===== config.mk =====
export PLATFORM = sky130hd
export DESIGN_NAME = hazard_scoreboard
export DESIGN_NICKNAME = d
export VERILOG_FILES = /design/src/rtl/hazard_pkg.sv /design/src/rtl/sb_counter.sv /design/src/rtl/hazard_scoreboard.sv
export SDC_FILE = /design/constraint.sdc
export NUM_CORES = 1
export LEC_CHECK = 0
export ABC_AREA = 1
export ABC_CLOCK_PERIOD_IN_PS = 2750
export CAP_MARGIN = 20
export CORE_AREA = 2 2 90 92
export CTS_CLUSTER_SIZE = 12
export DETAILED_ROUTE_END_ITERATION = 16
export DIE_AREA = 0 0 92 94
export PLACE_DENSITY = 0.71
export SKIP_CTS_REPAIR_TIMING = 1
export SYNTH_ARGS = -nofsm -noshare
export SYNTH_HDL_FRONTEND = slang
export SYNTH_SLANG_ARGS = --single-unit

===== constraint.sdc =====
create_clock -name clk -period 2.75 [get_ports clk]
set_input_delay 0.55 -clock clk [delete_from_list [all_inputs] [get_ports clk]]
set_output_delay 0.55 -clock clk [all_outputs]
set_load 0.005 [all_outputs]

===== src/rtl/hazard_pkg.sv =====
// Shared register-file geometry and scoreboard FSM encoding.
// Pure declarations: no latency, no backpressure.
package hazard_pkg;
  localparam int REG_NUM   = 32;
  localparam int REG_IDX_W = 5;

  typedef enum logic {
    RUN   = 1'b0,
    DRAIN = 1'b1
  } sb_state_e;
endpackage


===== src/rtl/sb_counter.sv =====
// Saturating up/down count of in-flight long-latency writes; clear wins, inc+dec holds.
// One-cycle registered update; never exceeds MAX and never wraps below zero.
module sb_counter
  import hazard_pkg::*;
#(
  parameter int MAX = 4,
  parameter int W   = REG_IDX_W
) (
  input  logic         clk,
  input  logic         rst,
  input  logic         clr_i,
  input  logic         inc_i,
  input  logic         dec_i,
  output logic [W-1:0] cnt_o
);

  logic [W-1:0] cnt_q, cnt_d;

  always_comb begin
    cnt_d = cnt_q;
    if (clr_i) begin
      cnt_d = '0;
    end else if (inc_i && !dec_i && (cnt_q < W'(MAX))) begin
      cnt_d = cnt_q + W'(1);
    end else if (dec_i && !inc_i && (cnt_q != '0)) begin
      cnt_d = cnt_q - W'(1);
    end
  end

  always_ff @(posedge clk or posedge rst) begin
    if (rst) cnt_q <= '0;
    else     cnt_q <= cnt_d;
  end

  assign cnt_o = cnt_q;

endmodule


===== src/rtl/hazard_scoreboard.sv =====
// Register hazard scoreboard: combinational stall on RAW/WAW/capacity/drain, registered busy state.
// SCOREBOARD_BYPASS_EN forwards a same-cycle writeback past the hazard check.
module hazard_scoreboard
  import hazard_pkg::*;
#(
  parameter int MAX_OUTSTANDING = 4
) (
  input  logic                 clk,
  input  logic                 rst,
  input  logic                 instruction_vld,
  input  logic [REG_IDX_W-1:0] rs1_index,
  input  logic [REG_IDX_W-1:0] rs2_index,
  input  logic [REG_IDX_W-1:0] rd_index,
  input  logic                 rs1_mark,
  input  logic                 rs2_mark,
  input  logic                 rd_mark,
  input  logic                 rd_long_mark,
  input  logic                 wb_vld,
  input  logic [REG_IDX_W-1:0] wb_index,
  input  logic                 flush,
  input  logic                 drain_req,
  output logic                 conflict,
  output logic                 drain_done,
  output logic [REG_NUM-1:0]   busy_vec,
  output logic [REG_IDX_W-1:0] outstanding,
  output logic                 wb_err
);

  localparam logic [REG_IDX_W-1:0] MAX_CNT = REG_IDX_W'(MAX_OUTSTANDING);

  logic [REG_NUM-1:0] busy_q, busy_d, busy_chk, wb_onehot;
  sb_state_e          state_q, state_d;
  logic               wb_err_q, wb_err_d;
  logic               hazard_src, hazard_waw, cap_full, drain_stall;
  logic               issue, wb_hit, wb_bad;

  always_comb begin
    wb_onehot = '0;
    if (wb_vld) wb_onehot[wb_index] = 1'b1;
  end

`ifdef SCOREBOARD_BYPASS_EN
  assign busy_chk = busy_q & ~wb_onehot;
`else
  assign busy_chk = busy_q;
`endif

  assign hazard_src  = (rs1_mark & busy_chk[rs1_index]) | (rs2_mark & busy_chk[rs2_index]);
  assign hazard_waw  = rd_mark & busy_chk[rd_index];
  assign cap_full    = rd_long_mark & (outstanding == MAX_CNT);
  assign drain_stall = (state_q == DRAIN);
  assign conflict    = instruction_vld & (hazard_src | hazard_waw | cap_full | drain_stall);

  assign issue  = rd_long_mark & ~conflict & (rd_index != '0);
  assign wb_hit = wb_vld & (wb_index != '0) & busy_q[wb_index];
  assign wb_bad = wb_vld & ~wb_hit;

  // Clear before set so an issue to the register being written back stays pending.
  always_comb begin
    busy_d = busy_q;
    if (flush) begin
      busy_d = '0;
    end else begin
      if (wb_hit) busy_d[wb_index] = 1'b0;
      if (issue)  busy_d[rd_index] = 1'b1;
    end
    busy_d[0] = 1'b0;
  end

  assign wb_err_d = wb_err_q | (wb_bad & ~flush);

  always_comb begin
    state_d    = state_q;
    drain_done = 1'b0;
    case (state_q)
      RUN:   if (drain_req) state_d = DRAIN;
      DRAIN: if (outstanding == '0) begin
        state_d    = RUN;
        drain_done = 1'b1;
      end
      default: state_d = RUN;
    endcase
    if (flush) begin
      state_d    = RUN;
      drain_done = 1'b0;
    end
  end

  always_ff @(posedge clk or posedge rst) begin
    if (rst) begin
      busy_q   <= '0;
      state_q  <= RUN;
      wb_err_q <= 1'b0;
    end else begin
      busy_q   <= busy_d;
      state_q  <= state_d;
      wb_err_q <= wb_err_d;
    end
  end

  sb_counter #(
    .MAX (MAX_OUTSTANDING),
    .W   (REG_IDX_W)
  ) u_cnt (
    .clk   (clk),
    .rst   (rst),
    .clr_i (flush),
    .inc_i (issue),
    .dec_i (wb_hit),
    .cnt_o (outstanding)
  );

  assign busy_vec = busy_q;
  assign wb_err   = wb_err_q;

endmodule


==> summary.md, run 1 <==
| Metric | Value |
|---|---|
| Status | `finished clean` |
| Synthesized instance count | `560` |
| Placer Congestion | `0.9686` |
| Startpoint types | `input pin` |
| Clk pwr share | `0.200` |
| IO Count | `70` |
| # port buffers | `68` |
| HPWL after DPL | `9.998 mm` |
| H-Tree Depth | `2` |
| DIE WIDTH | `92 um` |
| Maximum fanout along the worst path | `12` |
| Share of cells above drive strength 1 | `0.2199` |
| Final Total Pwr | `0.001962 W` |
| Synthesized Nets | `594` |
| Core box area | `7607 um2` |
| Primary FF master, synth | `dfrtp_1` |
| Num rows | `32` |
| Drt wl/cell | `17.20 um` |
| Antenna violations before repair | `0` |
| Vias in the first global route | `3992` |
| Total track usage | `0.3066` |
| Largest net degree at the start of global routing | `39` |
| CP required | `2.98 ns` |
| Sw frac | `0.3739` |
| Post-synth EDFFs | `0` |
| Final setup fails | `0` |
| Hold Vio Cnt, Final | `0` |
| Number of synthesized register bits | `38` |
| Critical path type | `input pin to flip-flop` |
| Period Utilization, post-route | `0.9789` |
| DIE HEIGHT | `94 um` |
| CTS root buffer | `clkbuf_8` |
| Leakage | `2.270 nW` |
| P_sw | `0.0007338 W` |
| Drt first pass iters | `5` |
| Register area share after synthesis | `0.2793` |
| Initial Util | `0.4475` |
| Type of the most critical hold path | `flip-flop to flip-flop` |
| Vias per cell | `5.559` |
| GRT overflow | `0` |
| Via count | `4358` |
| Antenna-violating nets left | `0` |
| Cts bufs inserted | `5` |
| Syn. warnings | `0` |
| First-pass GRT wire length | `20.78 mm` |
| Antenna cells | `0` |
| Pint | `0.001229 W` |
| Initial DRC count | `282` |
| Max transition margin | `0.6578` |
| Synth async-reset ratio | `1.000` |
| Count of cell types in the netlist | `38` |
| Crit end category | `flip-flop` |
| Setup TNS | `0 ns` |
| Syn Std Cell Area | `3405 um2` |
| Worst Tran Pin Value | `0.5133 ns` |
| RSZ-0062 raised after global routing | `yes` |
| Max Fclk | `371.5 MHz` |
| Peak supply drop | `0.5061 mV` |
| Die footprint | `8648 um2` |
| Nets@finish | `717` |
| Bufs on Longest Clock Path | `2` |
| Data arrival, critical path | `2.92 ns` |
| Layout area overhead | `44.14%` |
| Wirelength, routed | `13.48 mm` |
| Layout Skew | `0.006687 ns` |
| Power per cell area | `399.9 nW/um2` |
| Number of remaining DRC errors | `0` |
| Avg Synthesized Cell Area | `6.079 um2` |
| Seq pwr share | `0.333` |
| Clk pin slew, worst setup/hold paths | `0.07 ns` |
| Max cap viols | `0` |
| CTS tree | `built` |
| Max Slew Vio Count | `0` |
| Gate power share | `0.467` |
| Final Critical Period | `2.692 ns` |
| Worst-skew pair later-pin latency | `0.29 ns` |
| Sink Count | `38` |
==> sequential cells by signal (all words and copies together) (netlist names) <==
register and count:
wb_err 1, u_cnt.cnt_o 5, busy_vec 31, drain_stall 1
==> path summary, 6_finish.rpt <==
kind / start / end / slack (ns) / depth (start not counted)
min in group asynchronous: rst / busy_vec[8] / 0.69 / 3
hold reg to reg: wb_err / wb_err / 0.48 / 1
setup reg to reg: busy_vec[28] / u_cnt.cnt_o[4] / 0.11 / 20
setup / recovery: rs1_index[0] / u_cnt.cnt_o[4] / 0.06 / 19
max in group asynchronous: rst / busy_vec[16] / 1.68 / 3
hold / removal: wb_err / wb_err / 0.48 / 1
==> cell usage in the layout (no fill, tap or decap), types with 6 or more instances in the layout <==
| cell | count |
|---|---|
| a21oi_1 | 33 |
| nand2_2 | 8 |
| nor2_1 | 23 |
| o21ai_0 | 38 |
| nand2_1 | 195 |
| clkdlybuf4s50_1 | 51 |
| buf_6 | 6 |
| inv_1 | 33 |
| a22oi_1 | 6 |
| nor3_1 | 7 |
| dfrtp_1 | 24 |
| clkbuf_8 | 6 |
| dfrtp_2 | 14 |
| o21ai_1 | 20 |
| nand3_1 | 76 |
| inv_2 | 10 |
| dlymetal6s2s_1 | 11 |
| buf_4 | 65 |
==> kinds of logic after synthesis <==
logic type,after synthesis,synth area share
other,1,0.001101
buffers and inverters,75,0.1066
xor gates and xnor gates,2,0.005146
and+or+nand+nor,334,0.4226
DFF,38,0.2793
AOI/OAI and AO/OA,106,0.1683
adders and majority gates,4,0.01691
==> power by group through the flow <==
stage                     sequential, W  combinational, W  clock, W
after floorplan                0.000652          0.000466         0
after global placement         0.000659          0.000802         0
after detailed placement       0.000660          0.000822         0
after CTS                      0.000649          0.000827  0.000397
after global routing           0.000660           0.00101  0.000426
final                          0.000653          0.000917  0.000392
==> per-layer routing <==
metal / up-vias / global-route usage / routed length, um
li1: 2082 / - / -
met1: 2051 / 0.4211 / 5779
met2: 210 / 0.5141 / 6512
met3: 15 / 0.03451 / 1004
met4: 0 / 0.08333 / 186
met5: - / 0 / 0
==> Yosys cell counts (3+ instances only) <==
master | n | area share
buf_4 | 4 | 0.0088
inv_1 | 39 | 0.043
a22oi_1 | 6 | 0.013
o21ai_0 | 41 | 0.060
dfrtp_1 | 38 | 0.28
buf_6 | 7 | 0.023
clkbuf_1 | 5 | 0.0055
nor2_1 | 25 | 0.028
buf_2 | 9 | 0.013
nand2_1 | 198 | 0.22
inv_2 | 6 | 0.0066
a21oi_1 | 35 | 0.051
nand2_2 | 5 | 0.0092
nor3_1 | 15 | 0.022
nand3_1 | 80 | 0.12
o21ai_1 | 17 | 0.025
ha_1 | 3 | 0.011
==> worst max-delay path: stages <==
cell and delay (ns):
buf_2 0.15, buf_12 0.15, or2_2 0.29, nand3_1 0.08, nand3_1 0.09, nand3_1 0.09, nand3_1 0.10, nand3_2 0.08
nand3_2 0.08, nand2_2 0.12, buf_6 0.11, nand3_4 0.09, fa_2 0.38, nand2_1 0.07, nand2_1 0.07, a21oi_2 0.16
nand3b_1 0.12, nand3_1 0.07, nand2_1 0.07
==> through the flow <==
stage	hold slack (ns)	setup slack, ns	instances	utilization	cell area [um2]
2_1_floorplan	0.4663	0.1587	560	-	3405
3_3_place_gp	0.4594	-0.5471	771	0.6020	4579
3_5_place_dp	0.4714	-0.5750	771	0.6020	4579
4_1_cts	0.4926	-0.5326	777	0.6128	4662
5_1_grt	0.5089	-0.1092	784	0.6451	4907
6_report	0.4843	0.05811	784	0.6451	4907
==> layout make-up <==
| type | instances | area, um2 |
|---|---|---|
| Fill cell | 736 | 2700 |
| Multi-Input combinational cell | 447 | 2211 |
| Timing Repair Buffer | 143 | 1329 |
| Sequential cell | 38 | 968.4 |
| Inverter | 48 | 188.9 |
| Tap cell | 102 | 127.6 |
| Clock buffer | 6 | 82.58 |
Power figures use the tool's default switching activity.
==> run 2: changes to the inputs <==
--- a/config.mk
+++ b/config.mk
@@ -9,6 +9,7 @@
 export ABC_CLOCK_PERIOD_IN_PS = 2750
 export CAP_MARGIN = 20
 export CORE_AREA = 2 2 90 92
+export CTS_CLUSTER_DIAMETER = 200
 export CTS_CLUSTER_SIZE = 12
 export DETAILED_ROUTE_END_ITERATION = 16
 export DIE_AREA = 0 0 92 94
==> results of run 2 <==
No change in the layout: final DEF, timing and power equal those of run 1.
==> run 3: changes to the inputs <==
--- a/config.mk
+++ b/config.mk
@@ -5,16 +5,16 @@
 export SDC_FILE = /design/constraint.sdc
 export NUM_CORES = 1
 export LEC_CHECK = 0
-export ABC_AREA = 1
 export ABC_CLOCK_PERIOD_IN_PS = 2750
 export CAP_MARGIN = 20
-export CORE_AREA = 2 2 90 92
+export CORE_AREA = 2 2 87 89
 export CTS_CLUSTER_DIAMETER = 200
 export CTS_CLUSTER_SIZE = 12
 export DETAILED_ROUTE_END_ITERATION = 16
-export DIE_AREA = 0 0 92 94
-export PLACE_DENSITY = 0.71
+export DIE_AREA = 0 0 89 91
+export PLACE_DENSITY = 0.73
 export SKIP_CTS_REPAIR_TIMING = 1
+export SLEW_MARGIN = 20
 export SYNTH_ARGS = -nofsm -noshare
 export SYNTH_HDL_FRONTEND = slang
 export SYNTH_SLANG_ARGS = --single-unit
==> summary.md, run 3 <==
| Metric | Value |
|---|---|
| Status | `finished with violations` |
| Failing checks | `negative setup slack` |
| Cell with the most instances after synthesis | `dfrtp_1` |
| Hold Vio Cnt, Final | `0` |
| Number of remaining DRC errors | `0` |
| Drt first pass iters | `5` |
| H-Tree Depth | `2` |
| Clk pin slew, worst setup/hold paths | `0.08 ns` |
| Bufs on Longest Clock Path | `2` |
| Nets@finish | `534` |
| GRT overflow | `0` |
| Syn Std Cell Area | `3233 um2` |
| HPWL after DPL | `9.289 mm` |
| Register area share after synthesis | `0.2941` |
| Period Utilization, post-route | `1.098` |
| Layout Skew | `0.007449 ns` |
| Worst R2R Start | `busy_vec[11]` |
| RR Endpoint | `u_cnt.cnt_o[4]` |
| Most common cell after layout, fill and taps aside | `buf_4` |
| Via count | `3677` |
| Maximum fanout along the worst path | `6` |
| RSZ-0062 raised after global routing | `yes` |
| Power per cell area | `423.8 nW/um2` |
| Wirelength, routed | `12.35 mm` |
| Antenna-violating nets left | `0` |
| Gate power share | `0.489` |
| Worst-skew pair later-pin latency | `0.30 ns` |
| Final Util | `0.7167` |
| Syn. warnings | `0` |
| Total track usage | `0.3111` |
| Clk pwr share | `0.224` |
| Post-synth EDFFs | `0` |
| Synthesized instance count | `336` |
| Primary FF master, synth | `dfrtp_1` |
| Synth async-reset ratio | `1.000` |
| Max Slew Vio Count | `0` |
| Crit end category | `flip-flop` |
| Largest net degree at the start of global routing | `39` |
| Most frequent cells in the layout | `buf_4, clkdlybuf4s50_1, dfrtp_1, nand3_1` |
| Sink Count | `38` |
| Max cap viols | `0` |
| Layout area overhead | `58.20%` |
| Slowest stage cell, crit path | `mux4_2` |
| Peak supply drop | `0.5459 mV` |
| Post-Place Worst Slack | `-1.081 ns` |
| CTS root buffer | `clkbuf_8` |
| Pint | `0.001417 W` |
| First-pass GRT wire length | `19.16 mm` |
| Largest register FFs | `31` |
| Reg2reg setup slack | `-0.27 ns` |
| Hold Path Sink | `wb_err` |
| Critical path type | `input pin to flip-flop` |
| Type of the most critical hold path | `flip-flop to flip-flop` |
| Synth area leaders | `dfrtp_1, mux4_2, mux2i_1` |
| Cts bufs inserted | `5` |
| Worst hold path depth | `1` |
| Final instance count without filler cells | `600` |
| Count of cell types in the netlist | `63` |
| Final worst slack | `-0.2694 ns` |
| Startpoint types | `input pin` |
| CTS tree | `built` |
| Sw frac | `0.3465` |
| DIE WIDTH | `89 um` |
| Leakage | `2.261 nW` |
| Post-synth top area cell | `dfrtp_1` |
| Data arrival, critical path | `3.20 ns` |
| Core box area | `7137 um2` |
| Vias per cell | `6.128` |
| Placer Congestion | `1.001` |
| List of most frequent post-synthesis cells | `dfrtp_1, nand3_1, nand2_1, mux2i_1, o21ai_0` |
| Initial DRC count | `306` |
| Reg2Reg Depth | `11` |
| Final Critical Period | `3.019 ns` |
| Die footprint | `8099 um2` |
| Avg Synthesized Cell Area | `9.622 um2` |
| Initial Util | `0.4530` |
| Drt wl/cell | `20.59 um` |
| Num rows | `31` |
| Dpl cells | `584` |
| Synthesized Nets | `370` |
| Antenna cells | `0` |
| Largest stage delay on the critical path | `0.50 ns` |
| P_sw | `0.0007511 W` |
| Yosys top cell area share | `0.2941` |
| Max Fclk | `331.2 MHz` |
| Vias in the first global route | `3630` |
| Max transition margin | `0.5893` |
| IO Count | `70` |
| Hold Crit Start | `wb_err` |
| CP required | `2.93 ns` |
| Worst Tran Pin Value | `0.6137 ns` |
| # port buffers | `68` |
| Antenna violations before repair | `0` |
| Number of synthesized register bits | `38` |
| Final setup fails | `9` |
| Worst-path cell chain | `buf_6, buf_12, mux4_2, mux2i_1, mux2i_1, o22ai_1, o31a_2, and3_4, nand2_4, fa_2, a21o_1, a21o_1, o31ai_2, a31oi_1` |
| Seq pwr share | `0.288` |
| Share of cells above drive strength 1 | `0.3812` |
| DIE HEIGHT | `91 um` |
## run 3: cell types whose count changed in the layout (fill, tap and decap cells not counted), moves of 15 or more
cell     previous run  this run
o21ai_0            38        23
mux2i_1             0        23
a21oi_1            33         9
nand2_1           195        23
buf_4              65       108
o21ai_1            20         0
inv_1              33         8
nand3_1            76        30
mux4_2              0        19
## run 3: cells by family (layout without fill, tap and decap cells)
kind of cell / Yosys count / count (layout) / share of synthesized area
AOI/OAI and AO/OA: 80 / 80 / 0.1738
xor gates and xnor gates: 2 / 2 / 0.005419
adders and majority gates: 4 / 4 / 0.01780
buffers and inverters: 36 / 201 / 0.05688
DFF: 38 / 38 / 0.2941
muxes: 48 / 48 / 0.2345
other: 1 / 1 / 0.001160
and+or+nand+nor: 127 / 127 / 0.2163
## run 3: worst max-delay path by stage
stage / start / endpoint / slack [ns]
floorplan: wb_index[0] / u_cnt.cnt_o[4] / -0.52
global placement: wb_index[0] / u_cnt.cnt_o[4] / -0.96
detailed placement: wb_index[0] / u_cnt.cnt_o[4] / -1.08
CTS: wb_index[0] / u_cnt.cnt_o[4] / -0.78
global route: busy_vec[11] / u_cnt.cnt_o[4] / -0.39
finish: rs1_index[0] / u_cnt.cnt_o[4] / -0.27
## run 3: layer usage
metal  global-route usage  wire, um  share of wire  up-vias
li1                     -         -              -     1620
met1               0.4161      4850           0.39     1812
met4              0.09328       398          0.032        0
met2               0.5019      6050           0.49      199
met3              0.06909      1055          0.085       46
met5                    0         0              0        -
## run 3: critical path, delay by kind of cell
kind,cells,cell delay (ns)
compound gates,6,1.05
simple gates,2,0.28
buf+inv,2,0.20
mux,3,0.77
fa+ha+maj,1,0.34
## run 3: area by class of cell
cell class / instances / area (um2)
Sequential cell: 38 / 952.2
Timing Repair Buffer: 185 / 1673
Fill cell: 547 / 2022
Multi-Input combinational cell: 262 / 2227
Inverter: 8 / 30.03
Clock inverter: 3 / 40.04
Tap cell: 99 / 123.9
Clock buffer: 5 / 68.82
## run 3: through the flow
| step | cell area, um2 | TNS [ns] | hold slack [ns] | power, W |
|---|---|---|---|---|
| after floorplan | 3289 | -1.295 | 0.4627 | 0.001154 |
| after global placement | 4796 | -22.66 | 0.4512 | 0.001540 |
| after detailed placement | 4796 | -23.93 | 0.4563 | 0.001562 |
| after CTS | 4905 | -13.17 | 0.4739 | 0.002050 |
| after global routing | 5115 | -2.277 | 0.4927 | 0.002279 |
| final | 5115 | -0.7932 | 0.4726 | 0.002168 |
## run 3: power groups by stage
stage,Sequential (W),Combinational [W],Clock (W)
2_1_floorplan,0.000653,0.000501,0
3_3_place_gp,0.000632,0.000907,0
3_5_place_dp,0.000634,0.000928,0
4_1_cts,0.000623,0.000938,0.000489
5_1_grt,0.000627,0.00113,0.000522
6_report,0.000624,0.00106,0.000485
